## src/rtl/pe_pkg.sv

```systemverilog
// Shared PE definitions: operand/accumulator widths
// and the signed saturation bounds of the psum path.
package pe_pkg;
  localparam int DATA_WIDTH = 16;
  localparam int ACC_WIDTH  = 2 * DATA_WIDTH;

  localparam logic signed [ACC_WIDTH-1:0] ACC_MAX =
    {1'b0, {(ACC_WIDTH-1){1'b1}}};
  localparam logic signed [ACC_WIDTH-1:0] ACC_MIN =
    {1'b1, {(ACC_WIDTH-1){1'b0}}};
endpackage

```

## src/rtl/sat_adder.sv

```systemverilog
// Signed W-bit adder that clamps to the representable
// range and flags when the clamp was applied.
module sat_adder
  import pe_pkg::*;
#(
  parameter int W = ACC_WIDTH
) (
  input  logic signed [W-1:0] a,
  input  logic signed [W-1:0] b,
  output logic signed [W-1:0] sum,
  output logic                ovf
);
  logic signed [W:0] ext;

  assign ext = {a[W-1], a} + {b[W-1], b};
  assign ovf = ext[W] ^ ext[W-1];

  always_comb begin
    sum = ext[W-1:0];
    if (ovf)
      sum = ext[W] ? {1'b1, {(W-1){1'b0}}}
                   : {1'b0, {(W-1){1'b1}}};
  end
endmodule

```

## src/rtl/mac_accumulator.sv

```systemverilog
// Two-stage signed MAC: register the product, then
// accumulate with saturation and emit one psum per window.
module mac_accumulator #(
  parameter int DATA_WIDTH = pe_pkg::DATA_WIDTH,
  parameter int ACC_WIDTH  = pe_pkg::ACC_WIDTH
) (
  input  logic                         clk,
  input  logic                         rst_n,
  input  logic                         in_valid,
  output logic                         in_ready,
  input  logic signed [DATA_WIDTH-1:0] ifmap_in,
  input  logic signed [DATA_WIDTH-1:0] filter_in,
  input  logic signed [ACC_WIDTH-1:0]  psum_in,
  input  logic                         first,
  input  logic                         last,
  output logic                         out_valid,
  input  logic                         out_ready,
  output logic signed [ACC_WIDTH-1:0]  acc_out,
  output logic                         sat_out
);
  localparam int XW = ACC_WIDTH - DATA_WIDTH;

  logic advance;
  logic accept;
  logic fire2;

  logic                        v1;
  logic                        first1;
  logic                        last1;
  logic signed [ACC_WIDTH-1:0] p1;
  logic signed [ACC_WIDTH-1:0] psum1;

  logic signed [ACC_WIDTH-1:0] acc;
  logic                        sat_acc;

  logic signed [ACC_WIDTH-1:0] xe;
  logic signed [ACC_WIDTH-1:0] we;
  logic signed [ACC_WIDTH-1:0] prod;
  logic signed [ACC_WIDTH-1:0] base;
  logic signed [ACC_WIDTH-1:0] sum;
  logic                        hit;
  logic                        sat_next;

  assign advance  = !(out_valid && !out_ready);
  assign in_ready = advance;
  assign accept   = in_valid && advance;
  assign fire2    = advance && v1;

  assign xe = {{XW{ifmap_in[DATA_WIDTH-1]}}, ifmap_in};
  assign we = {{XW{filter_in[DATA_WIDTH-1]}}, filter_in};
  // Zero ifmap skips the multiplier toggle entirely
  assign prod = (ifmap_in == '0) ? '0 : xe * we;

  always_ff @(posedge clk or negedge rst_n) begin
    if (!rst_n) begin
      v1     <= 1'b0;
      first1 <= 1'b0;
      last1  <= 1'b0;
      p1     <= '0;
      psum1  <= '0;
    end else if (advance) begin
      v1 <= accept;
      if (accept) begin
        first1 <= first;
        last1  <= last;
        p1     <= prod;
        psum1  <= psum_in;
      end
    end
  end

  assign base     = first1 ? psum1 : acc;
  assign sat_next = (first1 ? 1'b0 : sat_acc) | hit;

  sat_adder #(.W(ACC_WIDTH)) u_add (
    .a   (base),
    .b   (p1),
    .sum (sum),
    .ovf (hit)
  );

  always_ff @(posedge clk or negedge rst_n) begin
    if (!rst_n) begin
      acc     <= '0;
      sat_acc <= 1'b0;
    end else if (fire2) begin
      acc     <= last1 ? '0 : sum;
      sat_acc <= last1 ? 1'b0 : sat_next;
    end
  end

  always_ff @(posedge clk or negedge rst_n) begin
    if (!rst_n) begin
      out_valid <= 1'b0;
      acc_out   <= '0;
      sat_out   <= 1'b0;
    end else if (fire2 && last1) begin
      out_valid <= 1'b1;
      acc_out   <= sum;
      sat_out   <= sat_next;
    end else if (out_valid && out_ready) begin
      out_valid <= 1'b0;
    end
  end
endmodule

```

## config.mk

```make
export PLATFORM = sky130hd
export DESIGN_NAME = mac_accumulator
export DESIGN_NICKNAME = d
export VERILOG_FILES = /design/src/rtl/pe_pkg.sv /design/src/rtl/sat_adder.sv /design/src/rtl/mac_accumulator.sv
export SDC_FILE = /design/constraint.sdc
export NUM_CORES = 1
export LEC_CHECK = 0
export CELL_PAD_IN_SITES_DETAIL_PLACEMENT = 1
export CELL_PAD_IN_SITES_GLOBAL_PLACEMENT = 1
export CORE_MARGIN = 2
export CORE_UTILIZATION = 35
export CTS_CLUSTER_SIZE = 12
export DETAILED_ROUTE_END_ITERATION = 6
export MAX_ROUTING_LAYER = met4
export PLACE_DENSITY_LB_ADDON = 0.12
export SETUP_SLACK_MARGIN = 0.4
export SKIP_CTS_REPAIR_TIMING = 1
export SLEW_MARGIN = 10
export SYNTH_ARGS = -nofsm -noshare
export SYNTH_HDL_FRONTEND = slang
export SYNTH_SLANG_ARGS = --single-unit
```

## constraint.sdc

```tcl
create_clock -name clk -period 8.81 [get_ports clk]
set_clock_uncertainty 0.05 [all_clocks]
set_input_delay 1.3215 -clock clk [delete_from_list [all_inputs] [get_ports clk]]
set_output_delay 1.3215 -clock clk [all_outputs]
set_load 0.005 [all_outputs]
```

# After elaboration in Yosys (flattened, before gate mapping)

Cells that the tools add are included.
Widths: inputs -> output; s select.

Register bits: 134
Input bits: 70

Add/subtract/negate cells: 1
Multipliers: 1
Mux-type cells: 9
Bitwise operators: 3
Reductions and logical operators: 10

Operators by type and width:

| cell              | count |
|---|---|
| $mux 32           | 5 |
| $add 32x32->33    | 1 |
| $mul 16x16->32    | 1 |
| $logic_not 16->1  | 1 |
| $logic_and 1x1->1 | 5 |
| $mux 1            | 4 |
| $logic_not 1->1   | 2 |
| $reduce_and 2->1  | 1 |
| $reduce_bool 2->1 | 1 |
| $not 1->1         | 1 |
| $or 1x1->1        | 1 |
| $xor 1x1->1       | 1 |

# Logic depth before layout (Yosys ltp)

Gate-level depths: netlist of the first run.

Word-level depth: 6
Depth in mapped cells: 23
Depth with buffers taken out: 22

# By module

A second synthesis of the first run with hierarchy kept.

Cells, all modules: 1810
Area total of the unflattened synthesis: 17370.4 um2

By module, submodules not included:

| module          | times used | cells each | area an instance (um2) |
|---|---|---|---|
| mac_accumulator | 1          | 1523       | 15327.2 |
| sat_adder       | 1          | 287        | 2043.2 |

# Worst setup path after synthesis of the first run

Ideal clock, no wire load.

Path kind: input -> register
From: input filter_in[1]
To: register p1[29]
Setup time: 122 ps
Arrival time: 6952 ps
Setup slack: 1687 ps
Stages on the path: 21
Buffers on the path: 1
Cells stage by stage: clkbuf_1 nand2_1 inv_1 fa_1 fa_1 fa_1 fa_1 fa_1 inv_1 fa_1 inv_1 ha_1 a21o_1 a21o_1 a21oi_1 inv_1 o311ai_2 a2111oi_1 o31ai_1 nand3_1 a32o_1

Longest elaborated chain between the ends: 2

RTL lines:

| item                 | RTL line              | source |
|---|---|---|
| start, declared      | mac_accumulator.sv:12 | `input logic signed [DATA_WIDTH-1:0] filter_in,` |
| $mul 16x16->32       | mac_accumulator.sv:52 | `assign prod = (ifmap_in == '0) ? '0 : xe * we;` |
| $mux 32              | mac_accumulator.sv:52 |  |
| end signal, assigned | mac_accumulator.sv:66 | `p1 <= prod;` |
| end, declared        | mac_accumulator.sv:30 | `logic signed [ACC_WIDTH-1:0] p1;` |

No other way between the ends.
A chain may end at the register's enable or synchronous reset.

# Worst setup path after layout of the first run

Ends and elaborated chain as after synthesis.

==> impl_metrics.env, run 1 <==
export IMPL_end_kind="flip-flop"
export IMPL_synthesis_nets=2234
export IMPL_syn_to_final_growth_pct=13.8
export IMPL_htree_levels=4
export IMPL_grt_usage=0.200
export IMPL_slew_headroom=0.415
export IMPL_slew_violations=0
export IMPL_synth_seq_cells=134
export IMPL_synthTopCellsByArea="fa_1 30%, dfrtp_1 19%, ha_1 8.2%"
export IMPL_clockBufferDepth=2
export IMPL_cts_tree="built"
export IMPL_nNetsFinal=2311
export IMPL_synthTopCellsByCount="311 x inv_1, 263 x fa_1, 210 x nand2_1"
export IMPL_pre_cts_slack_ps=406
export IMPL_drtIter0Drc=470
export IMPL_clock_latency_ps=440
export IMPL_ys_types=83
export IMPL_netlist_area_um2=17300
export IMPL_dr_pass1_iters=4
export IMPL_rsz0062_at_grt="no"
export IMPL_routed_via_density=4.89
export IMPL_root_buffer="clkbuf_16"
export IMPL_arrival_ps=8170
export IMPL_synth_edf_count=0
export IMPL_fin_tns_setup_ps=0
export IMPL_async_reset_ff_frac=1.00
export IMPL_grt_pass1_vias=13800
export IMPL_ios=105
export IMPL_final_core_util=0.403
export IMPL_slowest_delay_ps=750
export IMPL_fmax_ghz=0.127
export IMPL_critPathMaxFanout=16
export IMPL_antenna_cells=0
export IMPL_crit_top_cell="fa_1"
export IMPL_worstHoldPathType="flip-flop to flip-flop"
export IMPL_yosysWarnings=0
export IMPL_post_route_drc_count=0
export IMPL_vias=12400
export IMPL_io_buffers=104
export IMPL_fp_row_count=81
export IMPL_hpwl_mm=39.6
export IMPL_cts_reportedPaths_clkPinSlew_ps=60
export IMPL_syn_inst=1787
export IMPL_hold_violations=0
export IMPL_crit_chain="clkdlybuf4s50_1, nand2_1, inv_1, fa_1, fa_1, fa_1, fa_1, fa_1, inv_1, fa_1, inv_1, ha_1, a21o_1, a21o_1, a21oi_1, inv_1, o311ai_2, a2111oi_1, o31ai_1, nand3_1, a32o_1"
export IMPL_die_area_um2=51200
export IMPL_critPathLaunchType="input pin"
export IMPL_wl_per_cell_um=18.6
export IMPL_antenna_found_initial=0
export IMPL_grt_max_degree=79
export IMPL_min_period_ps=7890
export IMPL_cap_violations=0
export IMPL_core_area_um2=48800
export IMPL_die_w_um=226
export IMPL_layout_setup_ws_ps=922
export IMPL_status="finished, final reports clean"
export IMPL_yosysMostFrequentCell="inv_1"
export IMPL_gp_congestion=0.842
export IMPL_die_y_um=226
export IMPL_tightest_slew_ps=878
export IMPL_grt_ovfl_total=0
export IMPL_grt_pass1_wl_mm=77.5
export IMPL_cts_sinks=134
export IMPL_path_class="input pin to flip-flop"
export IMPL_cp_top_family="adder cells"
export IMPL_postSynthAreaPerCell_um2=9.68
export IMPL_start_util=0.354
export IMPL_wirelength_mm=47.2
export IMPL_drive_gt1_frac=0.102
export IMPL_ys_seq_area_frac=0.194
export IMPL_path_buf_inv=5
export IMPL_cp_required_ps=9090
export IMPL_synth_ff_type="dfrtp_1"
export IMPL_fin_crit_sh=0.895
export IMPL_slowest_stage="clkdlybuf4s50_1"
export IMPL_drt_antenna_violating_nets=0
export IMPL_synth_top_area_cell="fa_1"
export IMPL_fillers=5547
export IMPL_cts_buffers_inserted=17
export IMPL_synth_top_cell_area_share=0.304
export IMPL_setup_violations_final=0
-- worst paths after layout --
path	start	end	slack, ps	cells after the start
worst min-delay path	acc_out[2]	acc_out[2]	420	2
worst min register to register	acc_out[2]	acc_out[2]	420	2
worst max register to register	first1	acc_out[9]	4310	12
max in group asynchronous	rst_n	psum1[14]	6560	2
worst max-delay path	filter_in[1]	p1[29]	920	21
min in group asynchronous	rst_n	psum1[9]	860	1
-- routing by layer --
metal	vias up	wire length, um	track usage
met5	-	0	-
met4	0	677	0.0446
met3	30	1060	0.0141
met2	158	22300	0.328
met1	6338	23200	0.273
li1	5887	-	-
-- kinds of logic (layout without fill, tap and decap cells) --
family / Yosys count / count (layout) / share of synthesized area
AND/OR/NAND/NOR: 486 / 486 / 0.144
buffers and inverters: 383 / 472 / 0.0871
adder cells (fa/ha/maj): 377 / 377 / 0.387
AO/OA/AOI/OAI: 281 / 281 / 0.114
flip-flops: 134 / 134 / 0.194
multiplexers: 74 / 74 / 0.0480
XOR/XNOR: 52 / 52 / 0.0263
-- registers in the layout, indices dropped and copies added (netlist names) --
signal	cells
psum1	32
acc	32
sat_out	1
out_valid	1
v1	1
last1	1
acc_out	32
first1	1
p1	32
sat_acc	1
-- cell usage in the layout, fill, tap and decap left out, types with 9 or more instances in the layout --
| master | synthesis | routed |
|---|---|---|
| buf_4 | 1 | 26 |
| o21ai_0 | 58 | 58 |
| xnor2_1 | 35 | 35 |
| nand2b_1 | 12 | 12 |
| nor2_4 | 10 | 10 |
| a21oi_1 | 57 | 57 |
| nor3_1 | 14 | 14 |
| ha_1 | 114 | 114 |
| o31ai_1 | 12 | 12 |
| a22o_1 | 19 | 19 |
| clkbuf_16 | 0 | 17 |
| fa_1 | 263 | 263 |
| mux2_2 | 72 | 72 |
| nand2_1 | 210 | 209 |
| inv_1 | 311 | 311 |
| clkdlybuf4s50_1 | 0 | 103 |
| dfrtp_1 | 134 | 134 |
| xor2_1 | 17 | 17 |
| nand3_1 | 15 | 15 |
| nor2_1 | 43 | 43 |
| a21o_1 | 26 | 26 |
| and2_1 | 125 | 125 |
| o21ai_2 | 21 | 21 |
| o21ai_1 | 9 | 9 |
-- area by class of cell --
| type | instances | area, um^2 | area share |
|---|---|---|---|
| well taps | 664 | 831 | 0.0422 |
| repair buffers | 130 | 1240 | 0.0629 |
| clock buffers | 20 | 457 | 0.0232 |
| multi-input cells | 1270 | 12400 | 0.632 |
| flip-flops and latches | 134 | 3350 | 0.170 |
| inverters | 311 | 1170 | 0.0593 |
| clock inverters | 11 | 196 | 0.00998 |
-- worst register-to-register path, stage by stage (launching register included) --
cell and delay, ps:
dfrtp_1 330, buf_4 440, mux2_2 440, ha_1 430, nand3_1 140, nor2_1 240
nand4_1 250, a2111oi_2 740, or3_4 260, nand3_4 110, nor2_4 410, o21ai_0 260
mux2_2 310
-- metrics by stage --
| step | cell area, um^2 | cells | hold slack [ps] |
|---|---|---|---|
| finish | 19700 | 2540 | 423 |
| detailed placement | 19000 | 2509 | 418 |
| floorplan | 17300 | 1787 | 392 |
| CTS | 19700 | 2540 | 432 |
| global route | 19700 | 2540 | 461 |
| global placement | 19000 | 2509 | 408 |
Power of run 1 is not shown: default switching activity piles up to over one toggle a cycle in this logic, so the estimate is an artifact.
==> run 2: changes to the inputs <==
--- a/config.mk
+++ b/config.mk
@@ -13,7 +13,7 @@
 export DETAILED_ROUTE_END_ITERATION = 6
 export MAX_ROUTING_LAYER = met4
 export PLACE_DENSITY_LB_ADDON = 0.12
-export SETUP_SLACK_MARGIN = 0.4
+export SETUP_SLACK_MARGIN = 0.15
 export SKIP_CTS_REPAIR_TIMING = 1
 export SLEW_MARGIN = 10
 export SYNTH_ARGS = -nofsm -noshare
==> results of run 2 <==
The final DEF is identical to that of run 1; final timing and power are the same.
Power of run 2 is left out for the same reason.
==> run 3: changes to the inputs <==
--- a/config.mk
+++ b/config.mk
@@ -5,6 +5,7 @@
 export SDC_FILE = /design/constraint.sdc
 export NUM_CORES = 1
 export LEC_CHECK = 0
+export ABC_AREA = 1
 export CELL_PAD_IN_SITES_DETAIL_PLACEMENT = 1
 export CELL_PAD_IN_SITES_GLOBAL_PLACEMENT = 1
 export CORE_MARGIN = 2
==> impl_metrics.env, run 3 <==
export IMPL_status="finished, final reports clean"
export IMPL_critPathLaunchType="input pin"
export IMPL_grt_pass1_vias=17400
export IMPL_postSynthAreaPerCell_um2=7.22
export IMPL_synthTopCellsByCount="1000 x nand2_1, 541 x inv_1, 263 x fa_1"
export IMPL_hold_slack_ps=423
export IMPL_cts_tree="built"
export IMPL_ios=105
export IMPL_die_w_um=234
export IMPL_yosysMostFrequentCell="nand2_1"
export IMPL_ys_seq_area_frac=0.181
export IMPL_io_buffers=104
export IMPL_vias=15400
export IMPL_drtIter0Drc=568
export IMPL_path_class="input pin to flip-flop"
export IMPL_grt_pass1_wl_mm=93.2
export IMPL_root_buffer="clkbuf_16"
export IMPL_slew_violations=0
export IMPL_antenna_cells=0
export IMPL_critPathMaxFanout=16
export IMPL_met3_length_um=872
export IMPL_dr_max_layer_used="met4"
export IMPL_drive_gt1_frac=0.0431
export IMPL_arrival_ps=7980
export IMPL_hold_violations=0
export IMPL_synthTopCellsByArea="fa_1 28%, nand2_1 20%, dfrtp_1 18%"
export IMPL_met2_length_mm=29.5
export IMPL_die_y_um=234
export IMPL_clock_latency_ps=450
export IMPL_final_common_cell="nand2_1"
export IMPL_routed_via_density=4.66
export IMPL_fmax_ghz=0.130
export IMPL_hpwl_mm=48.1
export IMPL_design_area_um2=20700
export IMPL_end_kind="flip-flop"
export IMPL_post_route_drc_count=0
export IMPL_cp_required_ps=9120
export IMPL_cap_violations=0
export IMPL_ys_types=39
export IMPL_wirelength_mm=56.7
export IMPL_syn_to_final_growth_pct=12.2
export IMPL_async_reset_ff_frac=1.00
export IMPL_yosysWarnings=0
export IMPL_slew_headroom=0.252
export IMPL_tightest_slew_ps=1120
export IMPL_rsz0062_at_grt="no"
export IMPL_synth_ff_type="dfrtp_1"
export IMPL_dr_pass1_iters=5
export IMPL_die_area_um2=54700
export IMPL_core_area_um2=52300
export IMPL_synth_seq_cells=134
export IMPL_fin_tns_setup_ps=0
export IMPL_r2r_slack_ps=4610
export IMPL_netlist_area_um2=18500
export IMPL_nNetsFinal=3056
export IMPL_fin_crit_sh=0.870
export IMPL_fp_row_count=84
export IMPL_drt_met1_wl_mm=25.6
export IMPL_wl_per_cell_um=17.1
export IMPL_worstHoldPathType="flip-flop to flip-flop"
export IMPL_start_util=0.353
export IMPL_syn_inst=2560
export IMPL_gp_congestion=0.883
export IMPL_antenna_found_initial=0
export IMPL_clockBufferDepth=2
export IMPL_regArea_um2=3350
export IMPL_grt_usage=0.226
export IMPL_synthesis_nets=3007
export IMPL_synth_edf_count=0
export IMPL_min_period_ps=7660
export IMPL_layout_common_cells="999 x nand2_1, 541 x inv_1, 263 x fa_1"
export IMPL_grt_max_degree=72
export IMPL_cts_sinks=134
export IMPL_dpl_cell_area_um2=20200
export IMPL_synth_top_cell_area_share=0.285
export IMPL_drt_antenna_violating_nets=0
export IMPL_synth_top_area_cell="fa_1"
export IMPL_setup_violations_final=0
export IMPL_cts_buffers_inserted=17
export IMPL_fillers=6580
export IMPL_cts_reportedPaths_clkPinSlew_ps=60
export IMPL_htree_levels=4
export IMPL_multi_input_area_um2=12700
export IMPL_grt_ovfl_total=0
-- run 3: cell types whose count changed in the layout (fill, tap and decap cells not counted), sizes merged, moves of 23 or more --
cell	change
nand2	+822
o21ai	-34
nor2	+36
inv	+231
a21o	-23
and2	-126
xnor2	-25
nand3	+40
mux2	-72
-- run 3: through the flow --
step / cells / util / setup WS [ps]
after floorplan: 2560 / - / 2090
after global placement: 3278 / 0.385 / 681
after detailed placement: 3278 / 0.385 / 581
after CTS: 3310 / 0.396 / 1060
after global routing: 3310 / 0.396 / 778
final: 3310 / 0.396 / 1150
-- run 3: cell type report --
type                            instances  share of cell area
Clock buffer                           20              0.0215
Clock inverter                         12             0.00621
Inverter                              544              0.0984
Multi-Input combinational cell       1782               0.611
Sequential cell                       134               0.162
Tap cell                              688              0.0415
Timing Repair Buffer                  130              0.0597
-- run 3: kinds of logic (layout without fill, tap and decap cells) --
family / Yosys count / after routing / synth area share
AOI/OAI and AO/OA: 150 / 150 / 0.0439
buffers and inverters: 644 / 706 / 0.133
xor gates and xnor gates: 31 / 31 / 0.0147
adders and majority gates: 377 / 377 / 0.362
and+or+nand+nor: 1224 / 1224 / 0.265
DFF: 134 / 134 / 0.181
-- run 3: path summary, 6_finish.rpt --
check / endpoint / from / depth (start not counted)
worst min register to register: acc_out[20] / acc_out[20] / 2
worst max register to register: acc_out[1] / first1 / 20
worst max-delay path: p1[31] / filter_in[1] / 21
worst min-delay path: acc_out[20] / acc_out[20] / 2
max in group asynchronous: psum1[11] / rst_n / 2
min in group asynchronous: acc_out[7] / rst_n / 1
-- run 3: routing by layer --
metal,global-route usage,vias to the layer above
met1,0.274,7667
li1,-,7578
met3,0.0163,36
met2,0.413,131
met5,-,-
met4,0.0471,0
-- run 3: worst max-delay path, stage by stage --
cell and delay [ps]:
clkdlybuf4s50_1 1010, nand2_1 220, inv_1 180, fa_1 540, fa_1 870, fa_1 520, fa_1 520, fa_1 490
inv_1 50, fa_1 470, inv_1 40, ha_1 350, a21oi_1 260, o21ai_0 250, a21oi_1 200, nand3_1 220
nand2_1 120, nand2_1 70, nand2_1 60, nand2_1 40, o21ai_0 170
Power of run 3 is left out for the same reason.
